## config.mk

```make
export PLATFORM = sky130hd
export DESIGN_NAME = rc4_key_search_ctrl_flat
export DESIGN_NICKNAME = d
export VERILOG_FILES = /design/src/rtl/rc4_key_search_ctrl_pkg.sv /design/src/rtl/rc4_key_search_ctrl_if.sv /design/src/rtl/rc4_key_search_ctrl_s_mem_mux.sv /design/src/rtl/rc4_key_search_ctrl.sv /design/src/flat_wrapper.sv
export SDC_FILE = /design/constraint.sdc
export NUM_CORES = 1
export LEC_CHECK = 0
export ABC_AREA = 1
export ABC_CLOCK_PERIOD_IN_PS = 2900
export CAP_MARGIN = 20
export CORE_AREA = 2 2 96 61
export DETAILED_ROUTE_END_ITERATION = 8
export DIE_AREA = 0 0 98 63
export PLACE_DENSITY_LB_ADDON = 0.25
export RECOVER_POWER = 100
export SKIP_CTS_REPAIR_TIMING = 1
export SLEW_MARGIN = 5
export SYNTH_ARGS = -nofsm -noshare
export SYNTH_HDL_FRONTEND = slang
export SYNTH_SLANG_ARGS = --single-unit
```

## constraint.sdc

```tcl
create_clock -name clk -period 2.9 [get_ports clk]
set_input_delay 0.58 -clock clk [delete_from_list [all_inputs] [get_ports clk]]
set_output_delay 0.58 -clock clk [all_outputs]
set_load 0.01 [all_outputs]
```

## src/rtl/rc4_key_search_ctrl_pkg.sv

```systemverilog
// ============================================================================
// Module      : rc4_ctrl_pkg
// Description : Shared types and defaults for the RC4 key-search controller.
// Revision    : 1.0 - initial release
// ============================================================================
`default_nettype none

package rc4_ctrl_pkg;

    localparam int          KEY_W_DEF   = 24;
    localparam logic [23:0] KEY_MAX_DEF = 24'h3FFFFF;
    localparam int          ADDR_W_DEF  = 8;
    localparam int          DATA_W_DEF  = 8;

    typedef enum logic [3:0] {
        IDLE      = 4'd0,
        INIT_GO   = 4'd1,
        INIT_WAIT = 4'd2,
        SHUF_GO   = 4'd3,
        SHUF_WAIT = 4'd4,
        DEC_GO    = 4'd5,
        DEC_WAIT  = 4'd6,
        NEXT_KEY  = 4'd7,
        FOUND     = 4'd8,
        EXHAUSTED = 4'd9
    } state_t;

    typedef enum logic [1:0] {
        SEL_NONE = 2'd0,
        SEL_INIT = 2'd1,
        SEL_SHUF = 2'd2,
        SEL_DEC  = 2'd3
    } phase_sel_t;

    // The S memory owner is a pure function of the scheduler state.
    function automatic phase_sel_t phase_of(input state_t s);
        case (s)
            INIT_GO, INIT_WAIT: return SEL_INIT;
            SHUF_GO, SHUF_WAIT: return SEL_SHUF;
            DEC_GO,  DEC_WAIT:  return SEL_DEC;
            default:            return SEL_NONE;
        endcase
    endfunction

endpackage

`default_nettype wire

```

## src/rtl/rc4_key_search_ctrl_if.sv

```systemverilog
// ============================================================================
// Module      : rc4_key_search_ctrl_if
// Description : Control, engine handshake and S memory bundle of the scheduler.
// Revision    : 1.0 - initial release
// ============================================================================
`default_nettype none

interface rc4_key_search_ctrl_if #(
    parameter int KEY_W  = 24,
    parameter int ADDR_W = 8,
    parameter int DATA_W = 8
);
    logic              start;
    logic              init_done;
    logic              shuf_done;
    logic              dec_done;
    logic              dec_fail;
    logic              init_start;
    logic              shuf_start;
    logic              dec_start;
    logic [KEY_W-1:0]  key;
    logic              busy;
    logic              found;
    logic              exhausted;
    logic [ADDR_W-1:0] init_addr;
    logic [DATA_W-1:0] init_wdata;
    logic              init_wren;
    logic [ADDR_W-1:0] shuf_addr;
    logic [DATA_W-1:0] shuf_wdata;
    logic              shuf_wren;
    logic [ADDR_W-1:0] dec_addr;
    logic [DATA_W-1:0] dec_wdata;
    logic              dec_wren;
    logic [ADDR_W-1:0] s_addr;
    logic [DATA_W-1:0] s_wdata;
    logic              s_wren;

    modport master (
        input  start, init_done, shuf_done, dec_done, dec_fail,
        input  init_addr, init_wdata, init_wren,
        input  shuf_addr, shuf_wdata, shuf_wren,
        input  dec_addr, dec_wdata, dec_wren,
        output init_start, shuf_start, dec_start,
        output key, busy, found, exhausted,
        output s_addr, s_wdata, s_wren
    );

    modport slave (
        output start, init_done, shuf_done, dec_done, dec_fail,
        output init_addr, init_wdata, init_wren,
        output shuf_addr, shuf_wdata, shuf_wren,
        output dec_addr, dec_wdata, dec_wren,
        input  init_start, shuf_start, dec_start,
        input  key, busy, found, exhausted,
        input  s_addr, s_wdata, s_wren
    );
endinterface

`default_nettype wire

```

## src/rtl/rc4_key_search_ctrl_s_mem_mux.sv

```systemverilog
// ============================================================================
// Module      : s_mem_mux
// Description : Combinational 3:1 mux of engine requests onto the S memory port.
// Revision    : 1.0 - initial release
// ============================================================================
`default_nettype none

module s_mem_mux
    import rc4_ctrl_pkg::*;
#(
    parameter int ADDR_W = ADDR_W_DEF,
    parameter int DATA_W = DATA_W_DEF
) (
    input  phase_sel_t        sel,
    input  logic [ADDR_W-1:0] init_addr,
    input  logic [DATA_W-1:0] init_wdata,
    input  logic              init_wren,
    input  logic [ADDR_W-1:0] shuf_addr,
    input  logic [DATA_W-1:0] shuf_wdata,
    input  logic              shuf_wren,
    input  logic [ADDR_W-1:0] dec_addr,
    input  logic [DATA_W-1:0] dec_wdata,
    input  logic              dec_wren,
    output logic [ADDR_W-1:0] s_addr,
    output logic [DATA_W-1:0] s_wdata,
    output logic              s_wren
);

    always_comb begin
        s_addr  = '0;
        s_wdata = '0;
        s_wren  = 1'b0;
        case (sel)
            SEL_INIT: begin
                s_addr  = init_addr;
                s_wdata = init_wdata;
                s_wren  = init_wren;
            end
            SEL_SHUF: begin
                s_addr  = shuf_addr;
                s_wdata = shuf_wdata;
                s_wren  = shuf_wren;
            end
            SEL_DEC: begin
                s_addr  = dec_addr;
                s_wdata = dec_wdata;
                s_wren  = dec_wren;
            end
            default: begin
                s_addr  = '0;
                s_wdata = '0;
                s_wren  = 1'b0;
            end
        endcase
    end

endmodule

`default_nettype wire

```

## src/rtl/rc4_key_search_ctrl.sv

```systemverilog
// ============================================================================
// Module      : rc4_key_search_ctrl
// Description : Sequences init/shuffle/decrypt engines per candidate key and
//               owns the shared S memory port.
// Revision    : 1.0 - initial release
// ============================================================================
`default_nettype none

module rc4_key_search_ctrl
    import rc4_ctrl_pkg::*;
#(
    parameter int               KEY_W   = KEY_W_DEF,
    parameter logic [KEY_W-1:0] KEY_MAX = KEY_W'(KEY_MAX_DEF),
    parameter int               ADDR_W  = ADDR_W_DEF,
    parameter int               DATA_W  = DATA_W_DEF
) (
    input  logic                  clk,
    input  logic                  rst,
    rc4_key_search_ctrl_if.master bus
);

    state_t           r_state;
    state_t           w_next;
    logic [KEY_W-1:0] r_key;
    logic             r_found;
    logic             r_exhausted;
    logic             w_init_start;
    logic             w_shuf_start;
    logic             w_dec_start;
    logic             w_busy;
    logic             w_accept;
    logic             w_at_max;
    phase_sel_t       w_sel;

    assign w_at_max = (r_key == KEY_MAX);
    assign w_accept = !w_busy && bus.start;

    always_ff @(posedge clk or posedge rst) begin
        if (rst) begin
            r_state <= IDLE;
        end else begin
            r_state <= w_next;
        end
    end

    always_comb begin
        w_next       = r_state;
        w_init_start = 1'b0;
        w_shuf_start = 1'b0;
        w_dec_start  = 1'b0;
        w_busy       = 1'b1;
        case (r_state)
            IDLE, FOUND, EXHAUSTED: begin
                w_busy = 1'b0;
                if (bus.start) w_next = INIT_GO;
            end
            INIT_GO: begin
                w_init_start = 1'b1;
                w_next       = INIT_WAIT;
            end
            INIT_WAIT: begin
                if (bus.init_done) w_next = SHUF_GO;
            end
            SHUF_GO: begin
                w_shuf_start = 1'b1;
                w_next       = SHUF_WAIT;
            end
            SHUF_WAIT: begin
                if (bus.shuf_done) w_next = DEC_GO;
            end
            DEC_GO: begin
                w_dec_start = 1'b1;
                w_next      = DEC_WAIT;
            end
            DEC_WAIT: begin
                if (bus.dec_done) w_next = bus.dec_fail ? NEXT_KEY : FOUND;
            end
            NEXT_KEY: begin
                w_next = w_at_max ? EXHAUSTED : INIT_GO;
            end
            default: begin
                w_next = IDLE;
            end
        endcase
    end

    // Key and result flags; the key never advances past KEY_MAX.
    always_ff @(posedge clk or posedge rst) begin
        if (rst) begin
            r_key       <= '0;
            r_found     <= 1'b0;
            r_exhausted <= 1'b0;
        end else if (w_accept) begin
            r_key       <= '0;
            r_found     <= 1'b0;
            r_exhausted <= 1'b0;
        end else begin
            if (r_state == DEC_WAIT && bus.dec_done && !bus.dec_fail) begin
                r_found <= 1'b1;
            end
            if (r_state == NEXT_KEY) begin
                if (w_at_max) begin
                    r_exhausted <= 1'b1;
                end else begin
                    r_key <= r_key + 1'b1;
                end
            end
        end
    end

    assign w_sel          = phase_of(r_state);
    assign bus.init_start = w_init_start;
    assign bus.shuf_start = w_shuf_start;
    assign bus.dec_start  = w_dec_start;
    assign bus.busy       = w_busy;
    assign bus.key        = r_key;
    assign bus.found      = r_found;
    assign bus.exhausted  = r_exhausted;

    s_mem_mux #(
        .ADDR_W (ADDR_W),
        .DATA_W (DATA_W)
    ) u_s_mem_mux (
        .sel        (w_sel),
        .init_addr  (bus.init_addr),
        .init_wdata (bus.init_wdata),
        .init_wren  (bus.init_wren),
        .shuf_addr  (bus.shuf_addr),
        .shuf_wdata (bus.shuf_wdata),
        .shuf_wren  (bus.shuf_wren),
        .dec_addr   (bus.dec_addr),
        .dec_wdata  (bus.dec_wdata),
        .dec_wren   (bus.dec_wren),
        .s_addr     (bus.s_addr),
        .s_wdata    (bus.s_wdata),
        .s_wren     (bus.s_wren)
    );

endmodule

`default_nettype wire

```

## src/flat_wrapper.sv

```systemverilog
// flat-port wrapper written by rule: the top's interface ports become plain ports
module rc4_key_search_ctrl_flat import rc4_ctrl_pkg::*;
#(
    parameter int               KEY_W   = KEY_W_DEF,
    parameter logic [KEY_W-1:0] KEY_MAX = KEY_W'(KEY_MAX_DEF),
    parameter int               ADDR_W  = ADDR_W_DEF,
    parameter int               DATA_W  = DATA_W_DEF
)
  (clk, rst, bus_start, bus_init_done, bus_shuf_done, bus_dec_done, bus_dec_fail, bus_init_addr, bus_init_wdata, bus_init_wren, bus_shuf_addr, bus_shuf_wdata, bus_shuf_wren, bus_dec_addr, bus_dec_wdata, bus_dec_wren, bus_init_start, bus_shuf_start, bus_dec_start, bus_key, bus_busy, bus_found, bus_exhausted, bus_s_addr, bus_s_wdata, bus_s_wren);
  rc4_key_search_ctrl_if #(.KEY_W(KEY_W), .ADDR_W(ADDR_W), .DATA_W(DATA_W)) bus_i ();
  input  logic clk;
  input  logic rst;
  input wire logic [$bits(bus_i.start)-1:0] bus_start;
  input wire logic [$bits(bus_i.init_done)-1:0] bus_init_done;
  input wire logic [$bits(bus_i.shuf_done)-1:0] bus_shuf_done;
  input wire logic [$bits(bus_i.dec_done)-1:0] bus_dec_done;
  input wire logic [$bits(bus_i.dec_fail)-1:0] bus_dec_fail;
  input wire logic [$bits(bus_i.init_addr)-1:0] bus_init_addr;
  input wire logic [$bits(bus_i.init_wdata)-1:0] bus_init_wdata;
  input wire logic [$bits(bus_i.init_wren)-1:0] bus_init_wren;
  input wire logic [$bits(bus_i.shuf_addr)-1:0] bus_shuf_addr;
  input wire logic [$bits(bus_i.shuf_wdata)-1:0] bus_shuf_wdata;
  input wire logic [$bits(bus_i.shuf_wren)-1:0] bus_shuf_wren;
  input wire logic [$bits(bus_i.dec_addr)-1:0] bus_dec_addr;
  input wire logic [$bits(bus_i.dec_wdata)-1:0] bus_dec_wdata;
  input wire logic [$bits(bus_i.dec_wren)-1:0] bus_dec_wren;
  output wire logic [$bits(bus_i.init_start)-1:0] bus_init_start;
  output wire logic [$bits(bus_i.shuf_start)-1:0] bus_shuf_start;
  output wire logic [$bits(bus_i.dec_start)-1:0] bus_dec_start;
  output wire logic [$bits(bus_i.key)-1:0] bus_key;
  output wire logic [$bits(bus_i.busy)-1:0] bus_busy;
  output wire logic [$bits(bus_i.found)-1:0] bus_found;
  output wire logic [$bits(bus_i.exhausted)-1:0] bus_exhausted;
  output wire logic [$bits(bus_i.s_addr)-1:0] bus_s_addr;
  output wire logic [$bits(bus_i.s_wdata)-1:0] bus_s_wdata;
  output wire logic [$bits(bus_i.s_wren)-1:0] bus_s_wren;
  assign bus_i.start = bus_start;
  assign bus_i.init_done = bus_init_done;
  assign bus_i.shuf_done = bus_shuf_done;
  assign bus_i.dec_done = bus_dec_done;
  assign bus_i.dec_fail = bus_dec_fail;
  assign bus_i.init_addr = bus_init_addr;
  assign bus_i.init_wdata = bus_init_wdata;
  assign bus_i.init_wren = bus_init_wren;
  assign bus_i.shuf_addr = bus_shuf_addr;
  assign bus_i.shuf_wdata = bus_shuf_wdata;
  assign bus_i.shuf_wren = bus_shuf_wren;
  assign bus_i.dec_addr = bus_dec_addr;
  assign bus_i.dec_wdata = bus_dec_wdata;
  assign bus_i.dec_wren = bus_dec_wren;
  assign bus_init_start = bus_i.init_start;
  assign bus_shuf_start = bus_i.shuf_start;
  assign bus_dec_start = bus_i.dec_start;
  assign bus_key = bus_i.key;
  assign bus_busy = bus_i.busy;
  assign bus_found = bus_i.found;
  assign bus_exhausted = bus_i.exhausted;
  assign bus_s_addr = bus_i.s_addr;
  assign bus_s_wdata = bus_i.s_wdata;
  assign bus_s_wren = bus_i.s_wren;
  rc4_key_search_ctrl #(.KEY_W(KEY_W), .KEY_MAX(KEY_MAX), .ADDR_W(ADDR_W), .DATA_W(DATA_W)) u_core (.clk(clk), .rst(rst), .bus(bus_i));
endmodule
```

# Word level (Yosys, flattened, before mapping)
# Index checks and enable logic that the tools add are counted.
# totals
regBits	30
in_bits	58
output_inout_bits	47
elab_cells	61
# op_classes
add_sub_neg	1
n_eq_ne	18
mux	23
reduce_logical	15
# ops
operator	count
two-way mux 24 bit	3
one-hot mux 8 bit (3 select lines)	2
one-hot mux 4 bit (8 select lines)	1
adder 24 x 1 -> 24 bit (second input constant)	1
== test 24 x 22 -> 1 bit (second input constant)	1
two-way mux 4 bit	6
== test 4 x 3 -> 1 bit (second input constant)	4
two-way mux 1 bit	9
== test 4 x 2 -> 1 bit (second input constant)	2
== test 4 bit (second input constant)	2
inequality test 2 bit (second input constant)	4
one-hot mux 2 bit (3 select lines)	1
nonzero test 2 bit	3
OR reduction 2 bit	3
== test 2 bit (second input constant)	2
== test 4 x 1 -> 1 bit (second input constant)	1
logical NOT 4 bit	1
AND reduction 2 bit	2
AND reduction 4 bit	1
logical AND 1 bit	3
one-hot mux 1 bit (3 select lines)	1
OR reduction 3 bit	1
== test 2 x 1 -> 1 bit (second input constant)	1
inequality test 2 x 1 -> 1 bit (second input constant)	1
logical NOT 1 bit	1

# Longest topological paths before layout
# depth
word_depth	5
depth_mapped	11
mapped_depth_nobuf	10

# Modules after synthesis
# From an unflattened synthesis, not the netlist that was laid out.
# unflattened
cells_unflattened	381
hier_area_um2	2673.8
# by_module_without_submodules
module	instances	cells_per_inst	area_per_inst_um2
rc4_key_search_ctrl	1	301	2043.2
s_mem_mux	1	80	630.6

# Least setup slack after synthesis
# Ideal clock, no wire load.
# synth_timing
path_kind	flip-flop to output port
start	register u_core.r_state[3]
end	output bus_s_addr[0]
arrival_ps	1365
required_ps	2320
setup_slack_ps	955
stages_incl_launch_ff	8
cell_sequence	dfrtp_1 -> nor2_1 -> inv_1 -> o21a_1 -> clkinv_1 -> clkbuf_1 -> nand2_1 -> nand3_1
# synth_via
elab_chain_len	5
word_cells_on_any_way	14
classes_between	9 x eq/ne; 2 x mux; 3 x reduce/logical
# synth_rtl
item	line	text
start: declaration	rc4_key_search_ctrl.sv:22	state_t r_state;
start signal: assignment	rc4_key_search_ctrl.sv:42	r_state <= w_next;
== test 4 x 3 -> 1 bit, or another cell as far along	rc4_key_search_ctrl_pkg.sv:37	case (s)
OR reduction 2 bit	rc4_key_search_ctrl_pkg.sv:37	
one-hot mux 2 bit (3 select lines) (*)	rc4_key_search_ctrl_pkg.sv:37	
== test 2 bit / == test 2 x 1 -> 1 bit (equally long branches)	rc4_key_search_ctrl_s_mem_mux.sv:33	case (sel)
one-hot mux 8 bit (3 select lines) (*)	rc4_key_search_ctrl_s_mem_mux.sv:33	
end: declaration	flat_wrapper.sv:34	output wire logic [$bits(bus_i.s_addr)-1:0] bus_s_addr;
# Every way passes the cells marked *; elsewhere a longest branch is shown, timed or not.

# Final worst setup path
# layout_timing
start	register u_core.r_state[0]
end	output bus_s_wren
# layout_via
elab_chain_len	5
word_cells_on_any_way	14
classes_between	9 x eq/ne; 2 x mux; 3 x reduce/logical
# layout_rtl
item	line	text
== test 4 x 3 -> 1 bit, or another cell as far along	rc4_key_search_ctrl_pkg.sv:37	
OR reduction 2 bit	rc4_key_search_ctrl_pkg.sv:37	
one-hot mux 2 bit (3 select lines) (*)	rc4_key_search_ctrl_pkg.sv:37	
== test 2 bit / == test 2 x 1 -> 1 bit (equally long branches)	rc4_key_search_ctrl_s_mem_mux.sv:33	
one-hot mux 1 bit (3 select lines) (*)	rc4_key_search_ctrl_s_mem_mux.sv:33	
end: declaration	flat_wrapper.sv:36	output wire logic [$bits(bus_i.s_wren)-1:0] bus_s_wren;
# Marks and branches as above.

==> impl_results.md <==
- Status: complete, but fails checks
- Violated checks: max-capacitance violations, max-slew violations
- CP max-delay cell: clkdlybuf4s50_1
- Crit end category: output port
- P&R area growth vs syn: 51.2%
- Final Hold Fails: 0
- Max-slew violation count: 31
- Peak Freq: 0.362 GHz
- Part of the Yosys area used for sequential elements: 32.5%
- Flop pwr share: 23.5%
- Area of the core: 0.00533 mm^2
- Worst-Skew Late Latency: 0.29 ns
- Die width: 98 um
- Pwr dens: 654 mW/mm^2
- Setup slack after placement: 0.309 ns
- Final worst path period need: 2.76 ns
- Antenna cells: 0
- Max incr delay on CP: 0.54 ns
- Worst-path clk slew: 0.06 ns
- Worst-Margin Slew: 1.65 ns
- Setup CP Type: reg2out
- P_leak: 1.56 nW
- Max Buffers Root-to-Sink: 2
- Die area: 0.00617 mm^2
- Comb power frac: 62.3%
- Vias/cell: 4.93
- CP Max Fanout: 18
- Cells after Synth: 372
- Starting density of the core: 43.3%
- First-pass GRT wire length: 11.9 mm
- Root Buffer Master: clkbuf_8
- Fin nets: 537
- Syn avg cell area: 6.20 um^2
- Clock share of power: 14.3%
- Worst rel slew slack: -10.2%
- Synth cell types: 29
- Mapped Nets: 431
- Crit path cell chain: inv_2 -> nor2_1 -> inv_1 -> o21a_1 -> clkinvlp_4 -> nand2_1 -> nand3_1 -> clkdlybuf4s50_1
- Synthesized cell area: 0.00231 mm^2
- Post-synthesis sequential element count: 30
- Final Instance Area: 0.00349 mm^2
- # IOs: 105
- Max Cap Viol: 1
- PnR worst setup slack: 0.137 ns
- Fillers: 497
- Die H: 63 um
- Worst Path Buf+Inv: 4
- Vias post-DR: 2694
- Final WL: 7.10 mm
- RSZ-0062 raised after global routing: true
- Power after layout: 0.00228 W
- Share of post-route cells with drive strength above 1: 6.69%
- Final hold slack: 0.490 ns
- Grt total ovfl: 0
- Wire per inst: 13.0 um
- Final setup viols: 0
- DR iter-0 viols: 146
- Critical Path RT: 2.32 ns
- Largest net degree at the start of global routing: 31
- Internal power contribution: 0.00129 W
- GP Congestion: 0.913
- Tot GR Track Use: 23.9%
- CTS tree: yes
- Sw frac: 43.3%
- Crit share post-route: 95.3%
- WP data arrival: 2.18 ns
- VDD IR max: 0.407 mV
- Worst hold path type: reg2reg
- FF/Latch Area: 751 um^2
- Vias in the first global route: 2515
- Synth warn: 0
- Worst path top cell family by delay: buffers and inverters
- Drt first pass iters: 4
- Worst Skew: 0.00612 ns
- Switching power: 0.000989 W
- Num CTS Buffers: 5
- H-tree Lvls: 2
- Final HPWL DP: 5.59 mm
- Area after DPL: 0.00340 mm^2
- Detail Route Antenna Nets: 0
- Num rows: 21
- Port bufs: 104
- CP Launch Type: register
- # clock sinks: 30
- Initial antenna violation count: 0
- DRC violations left: 0
- Multi-input logic area: 0.00138 mm^2
-- layout make-up --
class | instances | area share, %
clock buffers | 5 | 1.97
clock inverters | 2 | 0.287
inverters | 34 | 3.76
multi-input cells | 300 | 39.6
flip-flops and latches | 30 | 21.5
well taps | 69 | 2.47
repair buffers | 107 | 30.4
-- worst paths after layout --
check                             startpoint                end  slack [ns]  cells after the start
min in group asynchronous                rst  u_core.bus.key[7]        1.31                      3
setup / recovery           u_core.r_state[0]         bus_s_wren        0.14                      8
max in group asynchronous                rst   u_core.bus.found        0.64                      3
hold / removal              u_core.bus.found   u_core.bus.found        0.49                      2
setup reg to reg           u_core.bus.key[0]  u_core.bus.key[2]        0.89                      8
hold reg to reg             u_core.bus.found   u_core.bus.found        0.49                      2
-- tightest hold or removal path, delay by kind of cell (launching register included) --
family / cells / cell delay (ns)
simple gates: 1 / 0.07
flops: 1 / 0.34
compound gates: 1 / 0.04
-- cell usage in the layout, fill, tap and decap left out, drive strengths merged, types with 2 or more instances in the layout --
master and instances:
nand3 45, xor2 7, clkinv 2, a21oi 2, nand4 5, inv 33, o21ai 14, clkbuf 6
buf 2, clkdlybuf4s50 103, nand3b 3, dfrtp 30, nor3 2, xnor2 7, nand2 170, nor2 41
-- synth_stat cells --
| cell type | instances | area (um^2) |
|---|---|---|
| inv_1 | 29 | 109 |
| ha_1 | 1 | 12.5 |
| o21a_1 | 1 | 7.51 |
| buf_4 | 1 | 7.51 |
| o21ai_0 | 13 | 65.1 |
| buf_6 | 1 | 11.3 |
| inv_2 | 4 | 15.0 |
| nand3_2 | 1 | 10.0 |
| nand4_1 | 5 | 31.3 |
| a21oi_1 | 2 | 10.0 |
| clkbuf_1 | 2 | 7.51 |
| xor2_1 | 7 | 61.3 |
| o21ai_2 | 1 | 8.76 |
| nand2_1 | 164 | 616 |
| buf_8 | 1 | 15.0 |
| xnor2_1 | 7 | 61.3 |
| clkinv_1 | 1 | 3.75 |
| dfrtp_1 | 30 | 751 |
| buf_2 | 3 | 15.0 |
| nor2_2 | 5 | 31.3 |
| o22ai_1 | 1 | 6.26 |
| nand3b_1 | 3 | 22.5 |
| nor2_4 | 2 | 22.5 |
| or2_2 | 1 | 6.26 |
| nor3_1 | 1 | 5.00 |
| nand2_2 | 6 | 37.5 |
| nor3_2 | 1 | 10.0 |
| nand3_1 | 44 | 220 |
| nor2_1 | 34 | 128 |
-- layer usage --
layer  part of all wire [%]  track usage, %
met1                     48            35.1
met2                     43            35.2
met3                    7.0            5.70
met4                    1.5            6.25
met5                      0               0
-- power by group through the flow --
stage	clock network, W	logic [W]	registers, W
detailed placement	0	0.00141	0.000539
global route	0.000351	0.00156	0.000544
global placement	0	0.00139	0.000536
floorplan	0	0.000740	0.000537
finish	0.000325	0.00142	0.000535
CTS	0.000329	0.00142	0.000532
-- through the flow --
step	setup TNS, ns	cells	util (%)
after floorplan	0	372	-
after global placement	0	540	63.8
after detailed placement	0	540	63.8
after CTS	-0.0214	547	65.2
after global routing	-0.000956	547	65.4
final	0	547	65.4
-- sequential cells by signal (all words and copies together) (netlist names) --
| signal | count |
|---|---|
| u_core.bus.exhausted | 1 |
| u_core.r_state | 4 |
| u_core.bus.found | 1 |
| u_core.bus.key | 24 |
-- cell families after synthesis --
| family | Yosys count | share of synthesized area [%] |
|---|---|---|
| buffers and inverters | 42 | 7.97 |
| DFF | 30 | 32.5 |
| AOI/OAI and AO/OA | 18 | 4.23 |
| xor gates and xnor gates | 14 | 5.31 |
| and+or+nand+nor | 267 | 49.4 |
| adders and majority gates | 1 | 0.542 |
No activity file was read; power rests on OpenSTA's default activity.
